--- config.mk ---
export PLATFORM = sky130hd
export DESIGN_NAME = instr_cache
export DESIGN_NICKNAME = d
export VERILOG_FILES = /design/src/rtl/instr_cache.sv
export SDC_FILE = /design/constraint.sdc
export NUM_CORES = 2
export LEC_CHECK = 0
export CORE_AREA = 3 3 343 514
export DETAILED_ROUTE_END_ITERATION = 7
export DIE_AREA = 0 0 346 517
export GPL_ROUTABILITY_DRIVEN = 0
export PLACE_DENSITY = 0.75
export SYNTH_ARGS = -nofsm -noshare
export SYNTH_HDL_FRONTEND = slang
export SYNTH_SLANG_ARGS = --single-unit
--- constraint.sdc ---
create_clock -name clk -period 6.4 [get_ports clk]
set_input_delay 1.92 -clock clk [delete_from_list [all_inputs] [get_ports clk]]
set_output_delay 1.92 -clock clk [all_outputs]
set_load 0.02 [all_outputs]
--- src/rtl/instr_cache.sv ---
// Direct-mapped read-only instruction cache. Hits return the instruction
// combinationally; a miss stalls fetch while one line refills from backing memory.
module instr_cache #(
  parameter int DATA_WIDTH     = 32,
  parameter int LINES          = 16,
  parameter int WORDS_PER_LINE = 4
) (
  input  logic                  clk,
  input  logic                  rst,
  input  logic [DATA_WIDTH-1:0] pc,
  input  logic                  flush,
  output logic [DATA_WIDTH-1:0] instr,
  output logic                  stall,
  output logic                  mem_req,
  output logic [DATA_WIDTH-1:0] mem_addr,
  input  logic                  mem_ready,
  input  logic [DATA_WIDTH-1:0] mem_rdata
);

  localparam int OB = $clog2(WORDS_PER_LINE) + 2;
  localparam int IB = $clog2(LINES);
  localparam int TW = DATA_WIDTH - OB - IB;
  localparam int BW = $clog2(WORDS_PER_LINE);
  localparam logic [BW-1:0] LAST_BEAT = BW'(WORDS_PER_LINE - 1);

  typedef enum logic [0:0] {
    IDLE   = 1'b0,
    REFILL = 1'b1
  } state_e;

  state_e                state_q, state_d;
  logic [LINES-1:0]      valid_q, valid_d;
  logic [TW-1:0]         tag_q  [LINES];
  logic [TW-1:0]         tag_d  [LINES];
  logic [DATA_WIDTH-1:0] data_q [LINES][WORDS_PER_LINE];
  logic [DATA_WIDTH-1:0] data_d [LINES][WORDS_PER_LINE];
  logic [BW-1:0]         beat_q, beat_d;
  logic                  abort_q, abort_d;
  logic [DATA_WIDTH-1:0] base_q, base_d;
  logic [IB-1:0]         fill_idx_q, fill_idx_d;

  logic [BW-1:0]         pc_word_s;
  logic [IB-1:0]         pc_idx_s;
  logic [TW-1:0]         pc_tag_s;
  logic                  hit_s;
  logic [1:0]            pc_byte_unused_s;

  assign pc_word_s        = pc[OB-1:2];
  assign pc_idx_s         = pc[OB+IB-1:OB];
  assign pc_tag_s         = pc[DATA_WIDTH-1:OB+IB];
  assign pc_byte_unused_s = pc[1:0];
  assign hit_s = (state_q == IDLE) && valid_q[pc_idx_s] && (tag_q[pc_idx_s] == pc_tag_s);

  // Control state register with synchronous reset.
  always_ff @(posedge clk) begin
    if (rst) begin
      state_q    <= IDLE;
      valid_q    <= {LINES{1'b0}};
      beat_q     <= {BW{1'b0}};
      abort_q    <= 1'b0;
      base_q     <= {DATA_WIDTH{1'b0}};
      fill_idx_q <= {IB{1'b0}};
    end else begin
      state_q    <= state_d;
      valid_q    <= valid_d;
      beat_q     <= beat_d;
      abort_q    <= abort_d;
      base_q     <= base_d;
      fill_idx_q <= fill_idx_d;
    end
  end

  // Tag and data arrays are never reset; the valid bits gate their use.
  always_ff @(posedge clk) begin
    tag_q  <= tag_d;
    data_q <= data_d;
  end

  // Next-state and refill datapath.
  always_comb begin
    state_d    = state_q;
    beat_d     = beat_q;
    abort_d    = abort_q;
    base_d     = base_q;
    fill_idx_d = fill_idx_q;
    tag_d      = tag_q;
    data_d     = data_q;
    if (flush) begin
      valid_d = {LINES{1'b0}};
    end else begin
      valid_d = valid_q;
    end
    case (state_q)
      IDLE: begin
        if (!hit_s) begin
          state_d    = REFILL;
          base_d     = {pc_tag_s, pc_idx_s, {OB{1'b0}}};
          fill_idx_d = pc_idx_s;
          beat_d     = {BW{1'b0}};
          abort_d    = 1'b0;
        end else begin
          state_d = IDLE;
        end
      end
      REFILL: begin
        if (flush) begin
          abort_d = 1'b1;
        end else begin
          abort_d = abort_q;
        end
        if (mem_ready) begin
          data_d[fill_idx_q][beat_q] = mem_rdata;
          beat_d = beat_q + {{(BW-1){1'b0}}, 1'b1};
          if (beat_q == LAST_BEAT) begin
            tag_d[fill_idx_q] = base_q[DATA_WIDTH-1:OB+IB];
            // A flush seen during the refill (or on its final beat) leaves the line invalid.
            if (!abort_q && !flush) begin
              valid_d[fill_idx_q] = 1'b1;
            end else begin
              valid_d[fill_idx_q] = 1'b0;
            end
            state_d = IDLE;
          end else begin
            state_d = REFILL;
          end
        end else begin
          state_d = REFILL;
        end
      end
      default: begin
        state_d = IDLE;
      end
    endcase
  end

  // Fetch and memory-side outputs; mem_* depend only on registered state.
  always_comb begin
    stall = ~hit_s;
    if (hit_s) begin
      instr = data_q[pc_idx_s][pc_word_s];
    end else begin
      instr = {DATA_WIDTH{1'b0}};
    end
    if (state_q == REFILL) begin
      mem_req  = 1'b1;
      mem_addr = base_q + DATA_WIDTH'({beat_q, 2'b00});
    end else begin
      mem_req  = 1'b0;
      mem_addr = {DATA_WIDTH{1'b0}};
    end
  end

endmodule

* Word level (Yosys, flattened, before mapping)
Cells that the tools add are included.
** Cells by class
- Reduce and logical (&&, ||, !) cells :: 13
- Shift-type cells :: 0
- Bitwise logic cells :: 9
- Mux-type cells :: 39
- Add/subtract/negate cells :: 2
- Multipliers :: 0
- Equal/unequal tests :: 5
- Divide/modulo/power cells :: 0
- $lt $le $gt $ge :: 9
** Operators by type and width (count)
- $bwmux W2048 :: 1
- $bmux W128 S4 :: 1
- $demux W128 S4 :: 1
- $bwmux W384 :: 1
- $mux W128 :: 3
- $mux W32 :: 5
- $bmux W24 S4 :: 1
- $demux W24 S4 :: 1
- $mux W16 :: 5
- $mux W24 :: 3
- $bmux W32 S2 :: 1
- $demux W32 S2 :: 1
- $add A32 B4 Y32 :: 1
- $eq A24 B24 Y1 :: 1
- $and A16 B16 Y16 :: 1
- $not A16 Y16 :: 1
- $or A16 B16 Y16 :: 1
- $ge A5 B5 Y1 const B :: 2
- $lt A4 B5 Y1 const B :: 2
- $not A4 Y5 :: 2
- $mux W1 :: 8
- $reduce_and A2 Y1 :: 4
- $ge A3 B3 Y1 const B :: 2
- $logic_and A1 B1 Y1 :: 6
- 15 further kinds :: 22
** Word-level totals
- Output and inout bits :: 66
- RAM bits :: 0
- Latch bits :: 0
- Bits in read-only memories :: 0
- Register bits :: 2484
- Memories kept :: 0

* Logic depth before layout (Yosys ltp)
- Depth after elaboration :: 10
- Depth in mapped cells :: 14
- Mapped depth without buffers :: 8

* Least setup slack after synthesis
Ideal clock, no wire load.
- Path kind :: input -> output
- From :: in pc[4]
- To :: out instr[10]
- Required time :: 4480 ps
- Buffers on the path :: 5
- Stages on the path :: 9
- Arrival time :: 4839 ps
- Path slack :: -359 ps
- Cell sequence :: buf_2 buf_6 buf_4 buf_2 buf_1 mux4_2 mux4_2 mux4_2 nor2b_1
** Between the ends
- Longest elaborated chain between the ends :: 8
- Elaborated cells between the ends (all ways) :: 16
- Classes of those cells :: eq/ne (1); mux (12); bitwise (1); reduce/logical (2)
** RTL lines
- start, declared :: RTL line 10 : input logic [DATA_WIDTH-1:0] pc,
- $not A4 Y5 (implied by the code) :: RTL line 52, 140
- $bmux W128 S4 :: RTL line 140 : instr = data_q[pc_idx_s][pc_word_s];
- $mux W128 (implied by the code) (2 in a row) :: RTL line 140
- $bmux W32 S2 :: RTL line 140
- $mux W32 (implied by the code) (2 in a row) :: RTL line 140
- $mux W32 (*) :: RTL line 139 : if (hit_s) begin
- end, declared :: RTL line 12 : output logic [DATA_WIDTH-1:0] instr,
Every way passes the cells marked *; elsewhere a longest branch is shown, timed or not. The select of a mux whose other input is x is not followed.

* Worst setup path after layout
- From :: in pc[5]
- To :: out instr[0]
The elaborated chain is that of the path after synthesis.

==> impl_metrics.env <==
export IMPL_status="complete, but fails checks"
export IMPL_violations="setup timing"
export IMPL_crit_required_ns=4.48
export IMPL_die_area_um2=179000
export IMPL_worstReg2RegStart="tag_q[34]$_DFFE_PP_"
export IMPL_final_nets=4613
export IMPL_via_per_inst=6.91
export IMPL_max_stage_delay_ns=0.55
export IMPL_wl_um=259000
export IMPL_synth_top_family_by_area="multiplexers"
export IMPL_maxSlewViolCount=0
export IMPL_worst_ir_drop_vdd_v=0.000269
export IMPL_syn_inst=4081
export IMPL_drc=0
export IMPL_grt_pass1_vias=50100
export IMPL_synth_simple_gate_area_share_pct=1.46
export IMPL_ys_seq_area_share_pct=77.1
export IMPL_setup_viol=33
export IMPL_area_delta_synth_final_pct=16.0
export IMPL_drt_iter0_markers=6948
export IMPL_clock_latency_ns=0.86
export IMPL_drt_pass1_iterations=6
export IMPL_reg2reg_slack_ns=3.00
export IMPL_num_vias=48300
export IMPL_grt_antenna_before_repair=20
export IMPL_netlist_area_um2=96000
export IMPL_period_share_pct=109
export IMPL_cp_common_cell="buf_12"
export IMPL_drive_gt1_share_pct=35.2
export IMPL_grt_use_total_pct=29.2
export IMPL_max_cap_violations=0
export IMPL_cts_sinks=2480
export IMPL_yosysWarnings=0
export IMPL_async_reset_ff_share_pct=0
export IMPL_synth_area_top_cells="edfxtp_1 76%, mux4_2 18%, dfxtp_1 1.0%"
export IMPL_final_core_util_pct=64.8
export IMPL_worstMarginPinSlew_ns=1.19
export IMPL_core_um2=172000
export IMPL_mostFrequentLayoutCell="edfxtp_1"
export IMPL_arrival_ns=5.06
export IMPL_grt_pass1_wl_um=368000
export IMPL_io_pins=134
export IMPL_synth_ff_type="edfxtp_1"
export IMPL_fin_crit_ns=6.98
export IMPL_cellPowerDensity_nw_per_um2=298
export IMPL_synth_top_area_share_pct=76.1
export IMPL_hp_start="valid_q[10]$_SDFF_PP0_"
export IMPL_synth_top_area_cell="edfxtp_1"
export IMPL_max_slew_margin_pct=20.4
export IMPL_synth_distinct_cells=58
export IMPL_ant_nets=0
export IMPL_ys_ff_latch=2480
export IMPL_worst_setup_path_start_kind="primary input"
export IMPL_fp_dieW_um=346
export IMPL_cts_max_path_buffers=3
export IMPL_leakage_nw=35.0
export IMPL_synth_compound_area_share_pct=1.47
export IMPL_reg2reg_depth=13
export IMPL_final_hold_violation_count=0
export IMPL_synth_xor_area_share_pct=0.256
export IMPL_fp_dieH_um=517
export IMPL_cts_root_buf="clkbuf_16"
export IMPL_clock_skew_ns=0.0681
export IMPL_worstReg2RegEnd="abort_q$_SDFFE_PP0P_"
export IMPL_rsz0062_at_grt="yes"
export IMPL_numCtsBuffers=209
export IMPL_dp_slack_ns=-0.974
export IMPL_worst_slack_ns=-0.580
export IMPL_hp_class="reg2reg"
export IMPL_multi_input_comb_area_um2=21800
export IMPL_whs_endpoint="valid_q[10]$_SDFF_PP0_"
export IMPL_htreeDepth=4
export IMPL_num_rows=186
export IMPL_path_clk_slew_ns=0.07
export IMPL_critPathMaxFanout=8
export IMPL_synth_edf_count=2432
export IMPL_start_util_pct=55.9
export IMPL_regArea_um2=74000
export IMPL_syn_avg_cell_area_um2=23.5
export IMPL_grt_overflow_total=0
export IMPL_hpwl_um=134000
export IMPL_synth_adder_area_share_pct=0.0522
export IMPL_worst_setup_path_type="in2out"
export IMPL_cts_tree="built"
export IMPL_layout_common_cells="2432 x edfxtp_1, 754 x mux4_2, 274 x buf_4"
export IMPL_fmax_mhz=143
export IMPL_total_power_mw=33.1
export IMPL_min_path_cells=2
export IMPL_holdBufCountCts=0
export IMPL_end_kind="output pin"
export IMPL_cpMaxStageDelayCell="mux4_2"
export IMPL_port_buffers=129
export IMPL_hold_slack_ns=0.483
export IMPL_muxShareOfSynthArea_pct=18.3
export IMPL_fillers=10600
export IMPL_grt_max_degree=65
export IMPL_wl_per_cell_um=37.0
export IMPL_crit_chain="buf_12, buf_16, mux4_2, mux2i_4, buf_6, xnor2_1, or4_4, o22ai_2, and4_4, nand4_4, buf_12, buf_12, a311oi_4, buf_6"
## flip-flops by register name (all words and copies together), names as in the netlist
| signal | flops |
|---|---|
| abort_q | 1 |
| base_q | 25 |
| beat_q | 2 |
| data_q | 2048 |
| fill_idx_q | 3 |
| state_q | 1 |
| tag_q | 384 |
| valid_q | 16 |
## worst max-delay path by stage
stage               start         to  slack [ns]  depth (start not counted)
finish              pc[5]   instr[0]       -0.58                         14
global route        pc[5]   instr[0]       -0.61                         14
CTS                 pc[5]  instr[19]       -0.54                         14
detailed placement  pc[5]  instr[20]       -0.97                         13
global placement    pc[5]  instr[20]       -0.98                         13
floorplan           pc[5]   instr[0]       0.005                         11
## cell families after synthesis
kind of cell / after synthesis
mux: 812
fa+ha+maj: 4
buf+inv: 284
flops: 2480
other cells: 1
xor+xnor: 28
simple gates: 289
compound gates: 183
## stage by stage
stage	instance area, um^2	TNS (ns)	std cells
detailed placement	103000	-28.05	6536
finish	111000	-13.52	6982
floorplan	96600	0	4082
CTS	111000	-12.46	6970
global route	111000	-14.85	6979
global placement	103000	-27.63	6536
## critical path: cells and delay by family
family | cells | cell delay (ns)
xor gates and xnor gates | 1 | 0.06
AOI/OAI and AO/OA | 2 | 0.48
and+or+nand+nor | 3 | 0.80
buffers and inverters | 6 | 1.00
muxes | 2 | 0.77
## layout make-up
class	count	area share, %
clock buffers	249	4.93
inverters	34	0.121
well taps	2256	2.54
clock inverters	139	1.43
flip-flops and latches	2480	66.5
repair buffers	498	4.95
multi-input cells	1318	19.6
diodes	8	0.0180
## routing by layer
layer / vias to the layer above / global-route usage (%) / routed length (um)
met5: - / 0 / 61
met1: 25300 / 36.7 / 84200
li1: 18500 / - / -
met4: 8 / 14.7 / 14400
met3: 786 / 5.74 / 28100
met2: 3672 / 49.2 / 132000
## synthesized netlist by cell type (33+ instances only)
master	count
nor2_1	88
inv_1	33
mux2i_1	54
clkbuf_1	101
mux4_2	754
nand3_1	42
dfxtp_1	48
nand2_1	71
edfxtp_1	2432
buf_2	93
a41oi_1	56
nor2b_1	38
## where the power goes
part / leakage, nW / total, mW / switching [mW] / internal (mW)
logic: 9.27 / 1.90 / 1.07 / 0.838
clock network: 3.42 / 13.2 / 5.85 / 7.39
registers: 22.3 / 18.0 / 0.0880 / 17.9
total: 35.0 / 33.1 / 7.00 / 26.1
## what timing repair did
item	4_1_cts	5_1_grt
setup buffers	33	3
cloned	14	1
pin swaps	6	4
gates resized for setup	232	11
setup endpoints to repair	33	33
(Power assumes the default switching activity.)
